<file path="config.mk">
export PLATFORM = sky130hd
export DESIGN_NAME = csr_file
export DESIGN_NICKNAME = d
export VERILOG_FILES = /design/src/rtl/csr_file.sv
export SDC_FILE = /design/constraint.sdc
export NUM_CORES = 1
export LEC_CHECK = 0
export ABC_CLOCK_PERIOD_IN_PS = 2900
export CORE_MARGIN = 2
export CORE_UTILIZATION = 25
export DETAILED_ROUTE_END_ITERATION = 7
export PLACE_DENSITY = 0.55
export REMOVE_ABC_BUFFERS = 1
export SLEW_MARGIN = 20
export SYNTH_ARGS = -nofsm -noshare
export SYNTH_HDL_FRONTEND = slang
export SYNTH_SLANG_ARGS = --single-unit
</file>
<file path="constraint.sdc">
create_clock -name clk -period 2.9 [get_ports clk]
set_input_delay 0.435 -clock clk [delete_from_list [all_inputs] [get_ports clk]]
set_output_delay 0.435 -clock clk [all_outputs]
set_load 0.01 [all_outputs]
</file>
<file path="src/rtl/csr_file.sv">
// Machine-mode CSR file for the RV32 core: status, trap, interrupt and counter state.
// Decode reads combinationally; writeback drives writes, trap entry, retire and mret.
module csr_file #(
  parameter int          COUNTER_WIDTH = 64,
  parameter int          NUM_LOCAL_IRQ = 1,
  parameter int          VECTORED_EN   = 1,
  parameter logic [31:0] RESET_VECTOR  = 32'h0000_0000
) (
  input  logic                     clk,
  input  logic                     reset_n,
  input  logic [11:0]              read_address,
  output logic [31:0]              read_data,
  output logic                     readable,
  output logic                     writeable,
  input  logic                     write_enable,
  input  logic [11:0]              write_address,
  input  logic [31:0]              write_data,
  input  logic                     retired,
  input  logic                     traped,
  input  logic                     mret,
  input  logic [31:0]              ecp,
  input  logic [31:0]              trap_cause,
  input  logic [31:0]              trap_value,
  input  logic                     ext_irq,
  input  logic                     timer_irq,
  input  logic                     soft_irq,
  input  logic [NUM_LOCAL_IRQ-1:0] local_irq,
  output logic                     eip,
  output logic                     tip,
  output logic                     sip,
  output logic                     lip,
  output logic [31:0]              trap_vector,
  output logic [31:0]              mret_vector
);

  localparam logic [31:0] LOCAL_MASK = ((32'h0000_0001 << NUM_LOCAL_IRQ) - 32'h0000_0001) << 16;
  localparam logic [31:0] MIE_MASK   = 32'h0000_0888 | LOCAL_MASK;
  localparam logic [COUNTER_WIDTH-1:0] CNT_ONE = {{(COUNTER_WIDTH-1){1'b0}}, 1'b1};

  logic                     mstatus_mie_r;
  logic                     mstatus_mpie_r;
  logic [31:0]              mie_r;
  logic [31:0]              mip_r;
  logic [29:0]              mtvec_base_r;
  logic                     mtvec_mode_r;
  logic [31:0]              mscratch_r;
  logic [31:0]              mepc_r;
  logic [31:0]              mcause_r;
  logic [31:0]              mtval_r;
  logic [COUNTER_WIDTH-1:0] mcycle_r;
  logic [COUNTER_WIDTH-1:0] minstret_r;

  logic        wr_en_s;
  logic [31:0] mip_in_s;
  logic [31:0] mstatus_s;
  logic [63:0] mcycle_ext_s;
  logic [63:0] minstret_ext_s;
  logic [31:0] rd_data_s;
  logic        rd_ok_s;
  logic [31:0] tvec_base_s;

  // Low-half write replaces bits[31:0]; high-half write replaces the upper bits; a write suppresses the increment.
  function automatic logic [COUNTER_WIDTH-1:0] cnt_next(
    input logic [COUNTER_WIDTH-1:0] cur,
    input logic                     inc,
    input logic                     wr_lo,
    input logic                     wr_hi,
    input logic [31:0]              wd
  );
    logic [63:0] wide;
    wide = 64'(cur);
    if (wr_lo) begin
      wide[31:0] = wd;
      cnt_next = wide[COUNTER_WIDTH-1:0];
    end else if (wr_hi && (COUNTER_WIDTH > 32)) begin
      wide[63:32] = wd;
      cnt_next = wide[COUNTER_WIDTH-1:0];
    end else if (inc) begin
      cnt_next = cur + CNT_ONE;
    end else begin
      cnt_next = cur;
    end
  endfunction

  // A trap or mret in the same cycle squashes the writeback CSR write.
  assign wr_en_s = write_enable & ~traped & ~mret;

  // Assemble the raw interrupt levels into mip bit positions.
  always_comb begin
    mip_in_s                       = 32'h0000_0000;
    mip_in_s[3]                    = soft_irq;
    mip_in_s[7]                    = timer_irq;
    mip_in_s[11]                   = ext_irq;
    mip_in_s[16 +: NUM_LOCAL_IRQ]  = local_irq;
  end

  // mstatus view: MPP hardwired to machine mode.
  always_comb begin
    mstatus_s        = 32'h0000_0000;
    mstatus_s[12:11] = 2'b11;
    mstatus_s[7]     = mstatus_mpie_r;
    mstatus_s[3]     = mstatus_mie_r;
  end

  assign mcycle_ext_s   = 64'(mcycle_r);
  assign minstret_ext_s = 64'(minstret_r);

  // Combinational read mux for decode.
  always_comb begin
    rd_data_s = 32'h0000_0000;
    rd_ok_s   = 1'b1;
    case (read_address)
      12'h300: rd_data_s = mstatus_s;
      12'h301: rd_data_s = 32'h4000_0100;
      12'h304: rd_data_s = mie_r;
      12'h305: rd_data_s = {mtvec_base_r, 1'b0, mtvec_mode_r};
      12'h340: rd_data_s = mscratch_r;
      12'h341: rd_data_s = mepc_r;
      12'h342: rd_data_s = mcause_r;
      12'h343: rd_data_s = mtval_r;
      12'h344: rd_data_s = mip_r;
      12'hB00, 12'hC00: rd_data_s = mcycle_ext_s[31:0];
      12'hB80, 12'hC80: rd_data_s = mcycle_ext_s[63:32];
      12'hB02, 12'hC02: rd_data_s = minstret_ext_s[31:0];
      12'hB82, 12'hC82: rd_data_s = minstret_ext_s[63:32];
      12'hF11, 12'hF12, 12'hF13, 12'hF14: rd_data_s = 32'h0000_0000;
      default: begin
        rd_data_s = 32'h0000_0000;
        rd_ok_s   = 1'b0;
      end
    endcase
  end

  assign read_data = rd_data_s;
  assign readable  = rd_ok_s;
  assign writeable = rd_ok_s & (read_address[11:10] != 2'b11);

  assign tvec_base_s = {mtvec_base_r, 2'b00};
  assign trap_vector = (mtvec_mode_r && trap_cause[31])
                       ? tvec_base_s + {25'd0, trap_cause[4:0], 2'b00}
                       : tvec_base_s;
  assign mret_vector = mepc_r;

  assign eip = mip_r[11] & mie_r[11] & mstatus_mie_r;
  assign tip = mip_r[7]  & mie_r[7]  & mstatus_mie_r;
  assign sip = mip_r[3]  & mie_r[3]  & mstatus_mie_r;
  assign lip = (|(mip_r & mie_r & LOCAL_MASK)) & mstatus_mie_r;

  // mstatus interrupt-enable stack: trap pushes, mret pops, else software write.
  always_ff @(posedge clk or negedge reset_n) begin
    if (!reset_n) begin
      mstatus_mie_r  <= 1'b0;
      mstatus_mpie_r <= 1'b0;
    end else if (traped) begin
      mstatus_mpie_r <= mstatus_mie_r;
      mstatus_mie_r  <= 1'b0;
    end else if (mret) begin
      mstatus_mie_r  <= mstatus_mpie_r;
      mstatus_mpie_r <= 1'b1;
    end else if (wr_en_s && (write_address == 12'h300)) begin
      mstatus_mie_r  <= write_data[3];
      mstatus_mpie_r <= write_data[7];
    end
  end

  // Trap record registers: trap entry overrides any concurrent write.
  always_ff @(posedge clk or negedge reset_n) begin
    if (!reset_n) begin
      mepc_r   <= 32'h0000_0000;
      mcause_r <= 32'h0000_0000;
      mtval_r  <= 32'h0000_0000;
    end else if (traped) begin
      mepc_r   <= ecp & 32'hFFFF_FFFC;
      mcause_r <= trap_cause;
      mtval_r  <= trap_value;
    end else if (wr_en_s) begin
      if (write_address == 12'h341) mepc_r   <= write_data & 32'hFFFF_FFFC;
      if (write_address == 12'h342) mcause_r <= write_data;
      if (write_address == 12'h343) mtval_r  <= write_data;
    end
  end

  // Plain configuration registers: mie, mtvec (WARL mode), mscratch.
  always_ff @(posedge clk or negedge reset_n) begin
    if (!reset_n) begin
      mie_r        <= 32'h0000_0000;
      mtvec_base_r <= RESET_VECTOR[31:2];
      mtvec_mode_r <= 1'b0;
      mscratch_r   <= 32'h0000_0000;
    end else if (wr_en_s) begin
      if (write_address == 12'h304) mie_r      <= write_data & MIE_MASK;
      if (write_address == 12'h340) mscratch_r <= write_data;
      if (write_address == 12'h305) begin
        mtvec_base_r <= write_data[31:2];
        case (write_data[1:0])
          2'b00:   mtvec_mode_r <= 1'b0;
          2'b01:   mtvec_mode_r <= (VECTORED_EN != 0);
          default: mtvec_mode_r <= mtvec_mode_r;
        endcase
      end
    end
  end

  // Interrupt sampling and free-running counters.
  always_ff @(posedge clk or negedge reset_n) begin
    if (!reset_n) begin
      mip_r      <= 32'h0000_0000;
      mcycle_r   <= '0;
      minstret_r <= '0;
    end else begin
      mip_r      <= mip_in_s;
      mcycle_r   <= cnt_next(mcycle_r, 1'b1,
                             wr_en_s && (write_address == 12'hB00),
                             wr_en_s && (write_address == 12'hB80), write_data);
      minstret_r <= cnt_next(minstret_r, retired,
                             wr_en_s && (write_address == 12'hB02),
                             wr_en_s && (write_address == 12'hB82), write_data);
    end
  end

endmodule

</file>
==> flow_metrics.tcl <==
set metrics [dict create \
    status "finished with violations" \
    violations "setup timing" \
    leakage_nw 10.4 \
    hpwl_mm 60.0 \
    skew_ns 0.0143 \
    avgRoutedWirePerCell_um 24.4 \
    cts_buffers 37 \
    initial_core_util_pct 25.1 \
    die_y_um 272 \
    hp-class "primary input to register" \
    syn_area_um2 17900 \
    design.core.area_um2 71200 \
    cts_tree "yes" \
    die_area_um2 73800 \
    setup_viol 23 \
    initialDrtViolationCount 1829 \
    fmax_mhz 323 \
    setup_ws_ns -0.194 \
    insertion_delay_ns 0.57 \
    route.detailed.drc 0 \
    finalHoldViolCount 0 \
    dr.pass1.iters 7 \
    htree_levels 2 \
    synthTopCellsByCount "295 x dfrtp_1, 276 x nand2_1, 182 x o21ai_0" \
    seq_area_frac_synth_pct 41.2 \
    drv_cap 0 \
    nFillCells 7154 \
    synth_area_leaders "dfrtp_1 41%, mux2i_1 7.0%, nand2_1 5.8%" \
    worstMarginPinSlew_ns 0.910 \
    post-route-period-util_pct 107 \
    postSynth.asyncResetShare_pct 100 \
    antenna_found_initial 3 \
    rows 98 \
    drive_gt1_share_pct 23.0 \
    critical_path.endpoint_type "primary output" \
    cp_data_required_time_ns 2.47 \
    cp-start-kind "register" \
    pin_count 264 \
    first_global_vias 18285 \
    rsz0062_at_grt "yes" \
    ys_types 78 \
    die_w_um 272 \
    crit_type "register to primary output" \
    io_buffer_count 257 \
    arrival_ns 2.66 \
    powerDensity_nw_per_um2 431 \
    ir_drop_mv 0.320 \
    grt_pass1_wl_mm 121 \
    synth_edf_count 0 \
    synth_top_area_cell "dfrtp_1" \
    maxSlewHeadroom_pct 39.3 \
    path_clk_slew_ns 0.06 \
    synth_most_common_cell "dfrtp_1" \
    multi_input_area_um2 10300 \
    grt_start_max_net_pins 173 \
    synth_top_flop_cell "dfrtp_1" \
    synth-seq-cells 295 \
    seqCellArea_um2 7380 \
    synth_area_per_cell_um2 8.88 \
    pre_cts_ws_ns -0.774 \
    overflow 0 \
    drtAntennaViolNets 0 \
    synth_top_area_share_pct 41.2 \
    avgViaCountPerCell 5.38 \
    clock_path_buffers 3 \
    syn_inst 2015 \
    area_growth_pct 41.1 \
    path_max_fanout 6 \
    cts-root-buf "clkbuf_16" \
    min_period_ns 3.09 \
    wirelength_mm 82.8 \
    gp_congestion 0.941 \
    utilization_pct 35.5 \
    grtUsageTotal_pct 21.6 \
    synth_warnings 0 \
    num_vias 18306 \
    drv_slew 0 \
    finalNetCount 2588 \
    cts_sinks 295 \
]
==> worst paths after layout <==
| path | to | startpoint | slack [ns] | cells past startpoint |
|---|---|---|---|---|
| min in group asynchronous | mscratch_r[5]$_DFFE_PN0P_ | reset_n | 0.43 | 2 |
| max in group asynchronous | mcycle_ext_s[26]$_DFFE_PN0P_ | reset_n | 1.62 | 3 |
| worst min register to register | mscratch_r[31]$_DFFE_PN0P_ | mscratch_r[31]$_DFFE_PN0P_ | 0.51 | 1 |
| worst min-delay path | mip_r[7]$_DFF_PN0_ | timer_irq | 0.32 | 1 |
| worst max register to register | minstret_ext_s[55]$_DFFE_PN0P_ | minstret_ext_s[32]$_DFFE_PN0P_ | 0.26 | 6 |
| worst max-delay path | trap_vector[21] | mtvec_base_r[1]$_DFFE_PN0P_ | -0.19 | 10 |
==> cells in the final DEF, fill, tap and decap left out, drive strengths merged, types with 72 or more instances in the layout <==
| cell type | instances |
|---|---|
| nor3 | 73 |
| buf | 300 |
| mux2i | 126 |
| nor2 | 124 |
| nand2 | 276 |
| clkdlybuf4s50 | 180 |
| mux2 | 73 |
| o21ai | 192 |
| xnor2 | 72 |
| dfrtp | 295 |
| nand3 | 108 |
==> kinds of logic (layout without fill, tap and decap cells) <==
logic type	Yosys count	count (layout)	share of synthesized area [%]
AO/OA/AOI/OAI	460	460	16.6
XOR/XNOR	87	87	4.26
adder cells (fa/ha/maj)	8	8	0.601
buffers and inverters	191	619	4.35
flip-flops	295	295	41.2
multiplexers	200	200	11.8
other	1	8	0.0210
AND/OR/NAND/NOR	773	773	21.2
==> stage by stage <==
stage / TNS (ns) / instances / hold WS (ns) / area (um^2) / power, mW
6_report: -2.43 / 3400 / 0.321 / 25300 / 10.9
5_1_grt: -4.98 / 3398 / 0.311 / 25300 / 11.3
4_1_cts: -2.03 / 3387 / 0.293 / 25000 / 10.9
3_5_place_dp: -37.80 / 3305 / 0.459 / 23300 / 5.95
3_3_place_gp: -35.76 / 3305 / 0.449 / 23300 / 5.94
2_1_floorplan: -168.73 / 1860 / 0.139 / 17300 / 5.03
==> critical path, cell delays in order (launching register included) <==
cell	delay (ns)
dfrtp_1	0.39
ha_1	0.28
a21o_1	0.12
a21oi_2	0.06
o21ai_1	0.16
nor3b_4	0.26
buf_12	0.17
buf_12	0.17
nand4_1	0.14
xnor2_1	0.18
buf_2	0.15
==> flip-flops by register name (all words and copies together), names as in the netlist <==
name,flops
mtval_r,32
mstatus_mie_r,1
mtvec_mode_r,1
mcycle_ext_s,64
mscratch_r,32
mcause_r,32
mtvec_base_r,30
minstret_ext_s,64
mie_r,4
mip_r,4
mret_vector,30
mstatus_mpie_r,1
==> layout make-up <==
cell class / instances / area share (%)
antenna: 4 / 0.0396
clock buffer: 57 / 4.69
clock inverter: 10 / 0.431
inverter: 33 / 0.490
multi-input combinational: 1532 / 40.7
sequential: 295 / 29.2
tap: 950 / 4.71
timing repair buffer: 519 / 19.8
==> report_power, final <==
part           switching (mW)  total [mW]  internal [mW]  leakage, nW
clock                    1.98        4.96           2.99        0.639
combinational           0.696        1.30          0.604         6.10
sequential              0.265        4.62           4.35         3.67
total                    2.94        10.9           7.94         10.4
==> metal layers <==
layer	up-vias	part of all wire, %	wire length [um]	global-route usage, %
met4	2	3.6	2960	7.42
met3	147	6.7	5540	3.48
met2	740	47	39300	36.0
li1	8232	-	-	-
met5	-	0.014	12	0
met1	9185	42	35000	28.5
==> repair_timing <==
action | CTS | global route
gates cloned | 3 | 3
pin swaps | 44 | 37
buffers inserted | 11 | 7
hold buffers | 1 | 0
gates resized for setup | 300 | 64
endpoints found under the setup margin | 62 | 53
endpoints found under the hold margin | 64 | 0
Power figures use the tool's default switching activity.
